<file path="src/rtl/matrix_bus_pkg.sv">
// Shared definitions for the 4-bit matrix load bus: widths, transmitter states
// and the header field order that the loader relies on.
package matrix_bus_pkg;

   localparam int DATA_W_DEF = 4;
   localparam int DIM_W_DEF  = 4;

   typedef enum logic [1:0] {
      IDLE,
      HDR,
      M1,
      M2
   } tx_state_t;

   typedef logic [1:0] hdr_idx_t;

   // Header nibble order on the bus; the loader decodes dims in this order.
   localparam hdr_idx_t HDR_R1 = 2'd0;
   localparam hdr_idx_t HDR_C1 = 2'd1;
   localparam hdr_idx_t HDR_R2 = 2'd2;
   localparam hdr_idx_t HDR_C2 = 2'd3;

   localparam int HDR_WORDS = 4;

endpackage

</file>
<file path="src/rtl/matrix_index_counter.sv">
// Row-major row/col address counter with clear, enable and a last-element flag.
// Wrapping from the last element back to (0,0) lets it roll straight into the next matrix.
module matrix_index_counter #(
   parameter int DIM_W = 4
) (
   input  logic             CLK,
   input  logic             RST_N,
   input  logic             clear,
   input  logic             en,
   input  logic [DIM_W-1:0] rows,
   input  logic [DIM_W-1:0] cols,
   output logic [DIM_W-1:0] row,
   output logic [DIM_W-1:0] col,
   output logic             last
);

   localparam logic [DIM_W-1:0] ONE = DIM_W'(1);

   logic col_end;
   logic row_end;

   assign col_end = (col == (cols - ONE));
   assign row_end = (row == (rows - ONE));
   assign last    = col_end && row_end;

   always_ff @(posedge CLK or negedge RST_N) begin
      if (!RST_N) begin
         row <= '0;
         col <= '0;
      end else if (clear) begin
         row <= '0;
         col <= '0;
      end else if (en) begin
         if (col_end) begin
            col <= '0;
            row <= row_end ? '0 : row + ONE;
         end else begin
            col <= col + ONE;
         end
      end
   end

endmodule

</file>
<file path="src/rtl/matrix_frame_tx.sv">
// Transmit side of the matrix load bus: sends the R1,C1,R2,C2 header and then
// streams both matrices row-major from a valid/ready element source.
import matrix_bus_pkg::*;

module matrix_frame_tx #(
   parameter int DATA_W = DATA_W_DEF,
   parameter int DIM_W  = DIM_W_DEF
) (
   input  logic              CLK,
   input  logic              RST_N,
   input  logic              start,
   input  logic [DIM_W-1:0]  r1,
   input  logic [DIM_W-1:0]  c1,
   input  logic [DIM_W-1:0]  r2,
   input  logic [DIM_W-1:0]  c2,
   input  logic [DATA_W-1:0] elem_data,
   input  logic              elem_valid,
   output logic              elem_ready,
   output logic              elem_sel,
   output logic [DIM_W-1:0]  elem_row,
   output logic [DIM_W-1:0]  elem_col,
   output logic [DATA_W-1:0] data,
   output logic              ctrl_logic,
   output logic              dvalid,
   output logic              busy,
   output logic              done
);

   tx_state_t        state;
   hdr_idx_t         hdr_idx;
   logic [DIM_W-1:0] r1_q;
   logic [DIM_W-1:0] c1_q;
   logic [DIM_W-1:0] r2_q;
   logic [DIM_W-1:0] c2_q;
   logic [DIM_W-1:0] hdr_dim;
   logic [DIM_W-1:0] cur_rows;
   logic [DIM_W-1:0] cur_cols;
   logic             m1_empty;
   logic             m2_empty;
   logic             accept;
   logic             last_elem;

   assign m1_empty   = (r1_q == '0) || (c1_q == '0);
   assign m2_empty   = (r2_q == '0) || (c2_q == '0);
   assign elem_ready = (state == M1) || (state == M2);
   assign accept     = elem_valid && elem_ready;

   // One counter serves both matrices; elem_sel picks whose dims bound it.
   assign cur_rows = elem_sel ? r2_q : r1_q;
   assign cur_cols = elem_sel ? c2_q : c1_q;

   always_comb begin
      hdr_dim = r1_q;
      case (hdr_idx)
         HDR_R1:  hdr_dim = r1_q;
         HDR_C1:  hdr_dim = c1_q;
         HDR_R2:  hdr_dim = r2_q;
         HDR_C2:  hdr_dim = c2_q;
         default: hdr_dim = r1_q;
      endcase
   end

   matrix_index_counter #(
      .DIM_W (DIM_W)
   ) u_index (
      .CLK   (CLK),
      .RST_N (RST_N),
      .clear (state == IDLE),
      .en    (accept),
      .rows  (cur_rows),
      .cols  (cur_cols),
      .row   (elem_row),
      .col   (elem_col),
      .last  (last_elem)
   );

   always_ff @(posedge CLK or negedge RST_N) begin
      if (!RST_N) begin
         state      <= IDLE;
         hdr_idx    <= HDR_R1;
         r1_q       <= '0;
         c1_q       <= '0;
         r2_q       <= '0;
         c2_q       <= '0;
         data       <= '0;
         ctrl_logic <= 1'b0;
         dvalid     <= 1'b0;
         busy       <= 1'b0;
         done       <= 1'b0;
         elem_sel   <= 1'b0;
      end else begin
         case (state)
            IDLE: begin
               dvalid     <= 1'b0;
               ctrl_logic <= 1'b0;
               done       <= 1'b0;
               elem_sel   <= 1'b0;
               if (start) begin
                  r1_q    <= r1;
                  c1_q    <= c1;
                  r2_q    <= r2;
                  c2_q    <= c2;
                  hdr_idx <= HDR_R1;
                  busy    <= 1'b1;
                  state   <= HDR;
               end
            end

            HDR: begin
               data       <= DATA_W'(hdr_dim);
               ctrl_logic <= 1'b1;
               dvalid     <= 1'b1;
               hdr_idx    <= hdr_idx + 2'd1;
               // Empty matrices are skipped right after the last header nibble.
               if (hdr_idx == HDR_C2) begin
                  if (!m1_empty) begin
                     state <= M1;
                  end else if (!m2_empty) begin
                     state    <= M2;
                     elem_sel <= 1'b1;
                  end else begin
                     state <= IDLE;
                     busy  <= 1'b0;
                     done  <= 1'b1;
                  end
               end
            end

            M1, M2: begin
               if (accept) begin
                  data       <= elem_data;
                  ctrl_logic <= 1'b0;
                  dvalid     <= 1'b1;
                  if (last_elem) begin
                     if ((state == M1) && !m2_empty) begin
                        state    <= M2;
                        elem_sel <= 1'b1;
                     end else begin
                        state    <= IDLE;
                        busy     <= 1'b0;
                        done     <= 1'b1;
                        elem_sel <= 1'b0;
                     end
                  end
               end else begin
                  dvalid     <= 1'b0;
                  ctrl_logic <= 1'b0;
               end
            end

            default: begin
               state <= IDLE;
            end
         endcase
      end
   end

endmodule

</file>
<file path="config.mk">
export PLATFORM = sky130hd
export DESIGN_NAME = matrix_frame_tx
export DESIGN_NICKNAME = d
export VERILOG_FILES = /design/src/rtl/matrix_bus_pkg.sv /design/src/rtl/matrix_index_counter.sv /design/src/rtl/matrix_frame_tx.sv
export SDC_FILE = /design/constraint.sdc
export NUM_CORES = 1
export LEC_CHECK = 0
export ABC_AREA = 1
export CAP_MARGIN = 20
export CORE_MARGIN = 3
export CORE_UTILIZATION = 40
export CTS_CLUSTER_SIZE = 40
export DETAILED_ROUTE_END_ITERATION = 10
export MAX_ROUTING_LAYER = met4
export PLACE_DENSITY = 0.66
export SLEW_MARGIN = 20
export SYNTH_ARGS = -nofsm -noshare
export SYNTH_HDL_FRONTEND = slang
export SYNTH_HIERARCHICAL = 1
export SYNTH_SLANG_ARGS = --single-unit
</file>
<file path="constraint.sdc">
create_clock -name CLK -period 3.55 [get_ports CLK]
set_input_delay 0.71 -clock CLK [delete_from_list [all_inputs] [get_ports CLK]]
set_output_delay 0.71 -clock CLK [all_outputs]
set_load 0.05 [all_outputs]
</file>
Word-level counts from Yosys, hierarchy flattened:

Index checks and enable logic that the tools add are counted.

* flip-flop bits (word level): 37
* word-level logic and storage cells: 109
* output and inout port bits: 18
* bits of input ports: 24

* multiplexer cells: 47
* reduce and logical (&&, ||, !) cells: 27
* $add $sub $neg: 5
* equality and inequality tests: 16

Operator list (number)
* 4-bit 2-to-1 mux: 10
* 1-bit 2-to-1 mux: 20
* 4-bit logical NOT: 4
* 2-bit 2-to-1 mux: 8
* 2-bit inequality test, second input constant: 8
* 4-bit case mux with 4 select lines: 1
* 1-bit case mux with 3 select lines: 4
* 4-bit by 1-bit adder with 4-bit output, second input constant: 2
* 2-bit equality test, second input constant: 4
* 4-bit equality test: 2
* 4-bit case mux with 2 select lines: 1
* 2-bit AND reduction: 4
* 2-bit nonzero test: 4
* 4-bit by 1-bit subtractor with 4-bit output, second input constant: 2
* 7-bit AND reduction: 1
* 2-bit case mux with 3 select lines: 1
* 6-bit AND reduction: 1
* 5-bit AND reduction: 1
* 2-bit by 1-bit equality test with 1-bit output, second input constant: 2
* 2-bit logical NOT: 2
* 2-bit case mux with 2 select lines: 1
* 4-bit AND reduction: 1
* 1-bit logical AND: 3
* 1-bit logical OR: 3
* 5 further kinds: 5

Logic depth before layout (Yosys ltp):

* word-level depth: 8
* gate-level depth with buffers: 19
* mapped depth without buffers: 18

Hierarchy:

Netlist, hierarchy kept.

By module, submodules not included
* matrix_frame_tx: sequential area each 725.7 sq um, cells each 203, area each 1587.8 sq um, times used 1
* matrix_index_counter: sequential area each 200.2 sq um, cells each 103, area each 700.7 sq um, times used 1

Least setup slack after synthesis:

Ideal clock, no wire load.

* path type: register to register
* from: register elem_sel
* to: register done
* path slack: 0.801 ns
* arrival: 2.630 ns
* data required time: 3.431 ns
* buffers on the path: 1
* clock period less this slack: 2.749 ns
* stages on the path, launching flop included: 19
* cell sequence: dfrtp_1 > clkbuf_1 > nand2_1 > o21ai_0 > inv_1 > ha_1 > xnor2_1 > nor2_4 > nand3_4 > nor3_1 > nand2_1 > nand2_1 > nand2_1 > inv_1 > nand2_1 > inv_2 > nand2_1 > nand2_1 > nand2_1

* cells in the longest elaborated chain, start to end: 6
* elaborated cells between the ends (all ways): 9
* those cells by class: add/sub: 2; eq/ne: 3; mux: 2; reduce/logical: 2

Ends and longest elaborated chain
* from (decl): line matrix_frame_tx.sv:19 `output logic elem_sel,`
* from (signal assigned): line matrix_frame_tx.sv:90 `elem_sel <= 1'b0;`
* from (signal assigned): line matrix_frame_tx.sv:97 `elem_sel <= 1'b0;`
* from (signal assigned): line matrix_frame_tx.sv:120 `elem_sel <= 1'b1;`
* 4-bit 2-to-1 mux: line matrix_frame_tx.sv:50 `assign cur_cols = elem_sel ? c2_q : c1_q;`
* net cur_cols[0]: line matrix_frame_tx.sv:37 `logic [DIM_W-1:0] cur_cols;`
* 4-bit by 1-bit subtractor with 4-bit output: line matrix_index_counter.sv:22 `assign col_end = (col == (cols - ONE));`
* 4-bit equality test: line matrix_index_counter.sv:22
* 1-bit logical AND: line matrix_index_counter.sv:24 `assign last = col_end && row_end;`
* net last_elem: line matrix_frame_tx.sv:41 `logic last_elem;`
* 2-bit inequality test (no source line)
* 6-bit AND reduction (no source line)
* to (signal assigned): line matrix_frame_tx.sv:89 `done <= 1'b0;`
* to (signal assigned): line matrix_frame_tx.sv:96 `done <= 1'b0;`
* to (signal assigned): line matrix_frame_tx.sv:124 `done <= 1'b1;`
* to (decl): line matrix_frame_tx.sv:26 `output logic done`

The timed path passes the listed nets, and every way through them passes these cells.
A chain may end at the register's enable or synchronous reset.

Worst setup path after layout:

Same ends and word-level chain as after synthesis.

==> results.cfg <==
[floorplan]
core_area_um2 = 5300
die_area_um2 = 6670
pin_count = 42
start_util_pct = 43.2
rows = 26
die_w_um = 81.6
die_h_um = 81.6

[pwr]
peakVddDrop_v = 0.000362
power.total_uw = 1770
leakage_uw = 0.00148
pwr_density_cell_nw_per_um2 = 622

[min_path]
hold_class = reg2reg

[cells_and_area]
design_area_um2 = 2840
drive_gt1_share_pct = 9.17
syn_to_final_growth_pct = 23.9
final_common_cell = nand2_1
antenna_cells = 0
final_cell_mix = nand2_1, clkdlybuf4s50_1, nor2_1, dfrtp_1, inv_1
final_nets = 380

[placed_design]
pre_cts_slack_ps = 867
placed_cell_area_um2 = 2740
io_buffers = 41
gp_congestion = 0.889
post-dp-hpwl_um = 3740

[worst_setup_path]
cp_common_cell = nand2_1
crit_arrival_ps = 2870
path_max_fanout = 18
cp.required_ps = 3740
path_depth = 16
cpPeakStageDelay_ps = 550
cp_top_family = simple AND/OR/NAND/NOR gates
endpoint = done
start_kind = flip-flop
r2r-start = elem_sel
startpoint = elem_sel
timing.rr.end = done
worstPathCellList = o21ai_0, inv_1, ha_1, xnor2_1, nor2_4, nand3_4, nor3_1, nand2_1, nand2_1, nand2_1, inv_1, nand2_1, inv_2, nand2_1, nand2_1, nand2_1
reg2reg_depth = 16
critPathBufInv = 3
crit_type = reg2reg
critPathSlowestCell = dfrtp_1
reg2reg_setup_slack_ps = 870
endpoint_kind = flip-flop

[timing]
fmax_mhz = 373
hold_violations = 0
post-route-min-period_ps = 2680
period_share_pct = 75.5
setup_tns_ps = 0
slew_violations = 0
setup_viol = 0
rsz0062_at_grt = false
fin_skew_ps = 7.54
worst_pin_slew_ps = 812
slew_headroom_pct = 45.9
worst_slack_ps = 868

[synth]
synth.avg_cell_area_um2 = 7.48
ys_types = 29
synth_seq_cells = 37
syn-cell-area_um2 = 2290
yosys.area.top_type_share_pct = 40.5
synth_nets = 338
yosysSeqAreaShare_pct = 40.5
netlist_instances = 306
yosys.area.top_type = dfrtp_1
yosys_warnings = 6
synth.area.top_cells = dfrtp_1, nand2_1, nor2_1, inv_1, ha_1

[detailed_routing]
num_vias = 1958
avgRoutedWirePerCell_um = 11.8
first_pass_iters = 4
finalWirelength_um = 4940
vias_per_cell = 4.67
ant_nets = 0
drcViolationCount = 0
drt_iter0_drc = 181

[clock_network]
cts_tree = done
cts_root_buf = clkbuf_8
cts_resized = 0
post-cts-setup-buffers = 0
worstSkewPairLatency_ps = 290
clk_pin_slew_worst_paths_ps = 70
ctsLongestPathBuffers = 2
cts-buffers-inserted = 5
cts_sinks = 37
cts-htree-levels = 2
hold_buffers = 0

[global_routing]
grt_pass1_vias = 1822
track_usage_pct = 16.9
grt_pass1_wl_um = 8410
antenna_found_initial = 0
grt_max_degree = 38
grt.overflow.total = 0

[outcome]
status = finished, final reports clean

[run]
max_cap_violations = 0
per-stage QoR:
stage	instances	util, %	hold WS, ps
CTS	419	53.5	480
global placement	411	51.6	465
detailed placement	411	51.6	461
global route	419	53.5	512
finish	419	53.5	471
floorplan	306	-	414
kinds of logic (layout without fill, tap and decap cells):
| family | count (synthesis) | count (layout) | synth area share, % |
|---|---|---|---|
| and+or+nand+nor | 165 | 165 | 31.0 |
| buffers and inverters | 45 | 88 | 8.42 |
| DFF | 37 | 37 | 40.5 |
| AOI/OAI and AO/OA | 34 | 34 | 8.04 |
| xor gates and xnor gates | 9 | 9 | 3.44 |
| adders and majority gates | 8 | 8 | 4.37 |
| muxes | 8 | 8 | 4.26 |
where the power goes:
part | leakage [µW] | internal (µW) | switching, µW
Combinational | 0.000989 | 312 | 529
Sequential | 0.000440 | 504 | 96.1
Clock | 0.0000542 | 175 | 149
how the worst min path moves through the flow:
stage,from,to,slack [ps],cells after the start
after global placement,busy,busy,460,2
after floorplan,RST_N,busy,410,0
final,busy,busy,470,2
after detailed placement,busy,busy,460,2
after global routing,data[2],data[2],510,2
after CTS,busy,busy,480,2
tightest hold or removal path, cell delays in order, from the launching register on:
cell	delay, ps
dfrtp_1	350
nand2_1	50
nand2_1	40
synthesized netlist by cell type:
cell type and count:
nand2_4 1, inv_2 4, nor2_2 2, o21bai_4 1, xnor2_1 6, nand3_4 1
nand3_1 16, mux2_2 6, nand3_2 1, dfrtp_1 37, nor2_4 3, nand2_2 1
nand3b_1 1, nor3_1 1, o21ai_0 20, clkbuf_1 2, mux2_4 2, buf_2 1
inv_1 35, or2_1 1, xor2_1 3, buf_6 3, ha_1 8, or2_2 1
nand4_1 1, o21ai_1 1, nand2_1 98, a21oi_1 12, nor2_1 37
final cells by class:
cell class | instances | area (µm²)
tap | 70 | 87.6
timing repair buffer | 41 | 405
clock inverter | 1 | 5.00
fill | 529 | 2470
inverter | 39 | 146
multi-input combinational | 224 | 1170
sequential | 37 | 926
clock buffer | 7 | 96.3
state kept, by name, summed over array words and instances, names as in the netlist, 2 cells and up:
signal and cells:
r2_q 4, data 4, u_index/row 4, hdr_idx 2
r1_q 4, c1_q 4, u_index/col 4, state 2
c2_q 4
routing by layer:
layer	up-vias	part of all wire, %	track usage, %
met1	861	47	21.9
met2	52	44	25.7
met5	-	0	-
met3	10	7.1	3.73
met4	0	2.1	6.81
li1	1035	-	-
(Power assumes the default switching activity.)
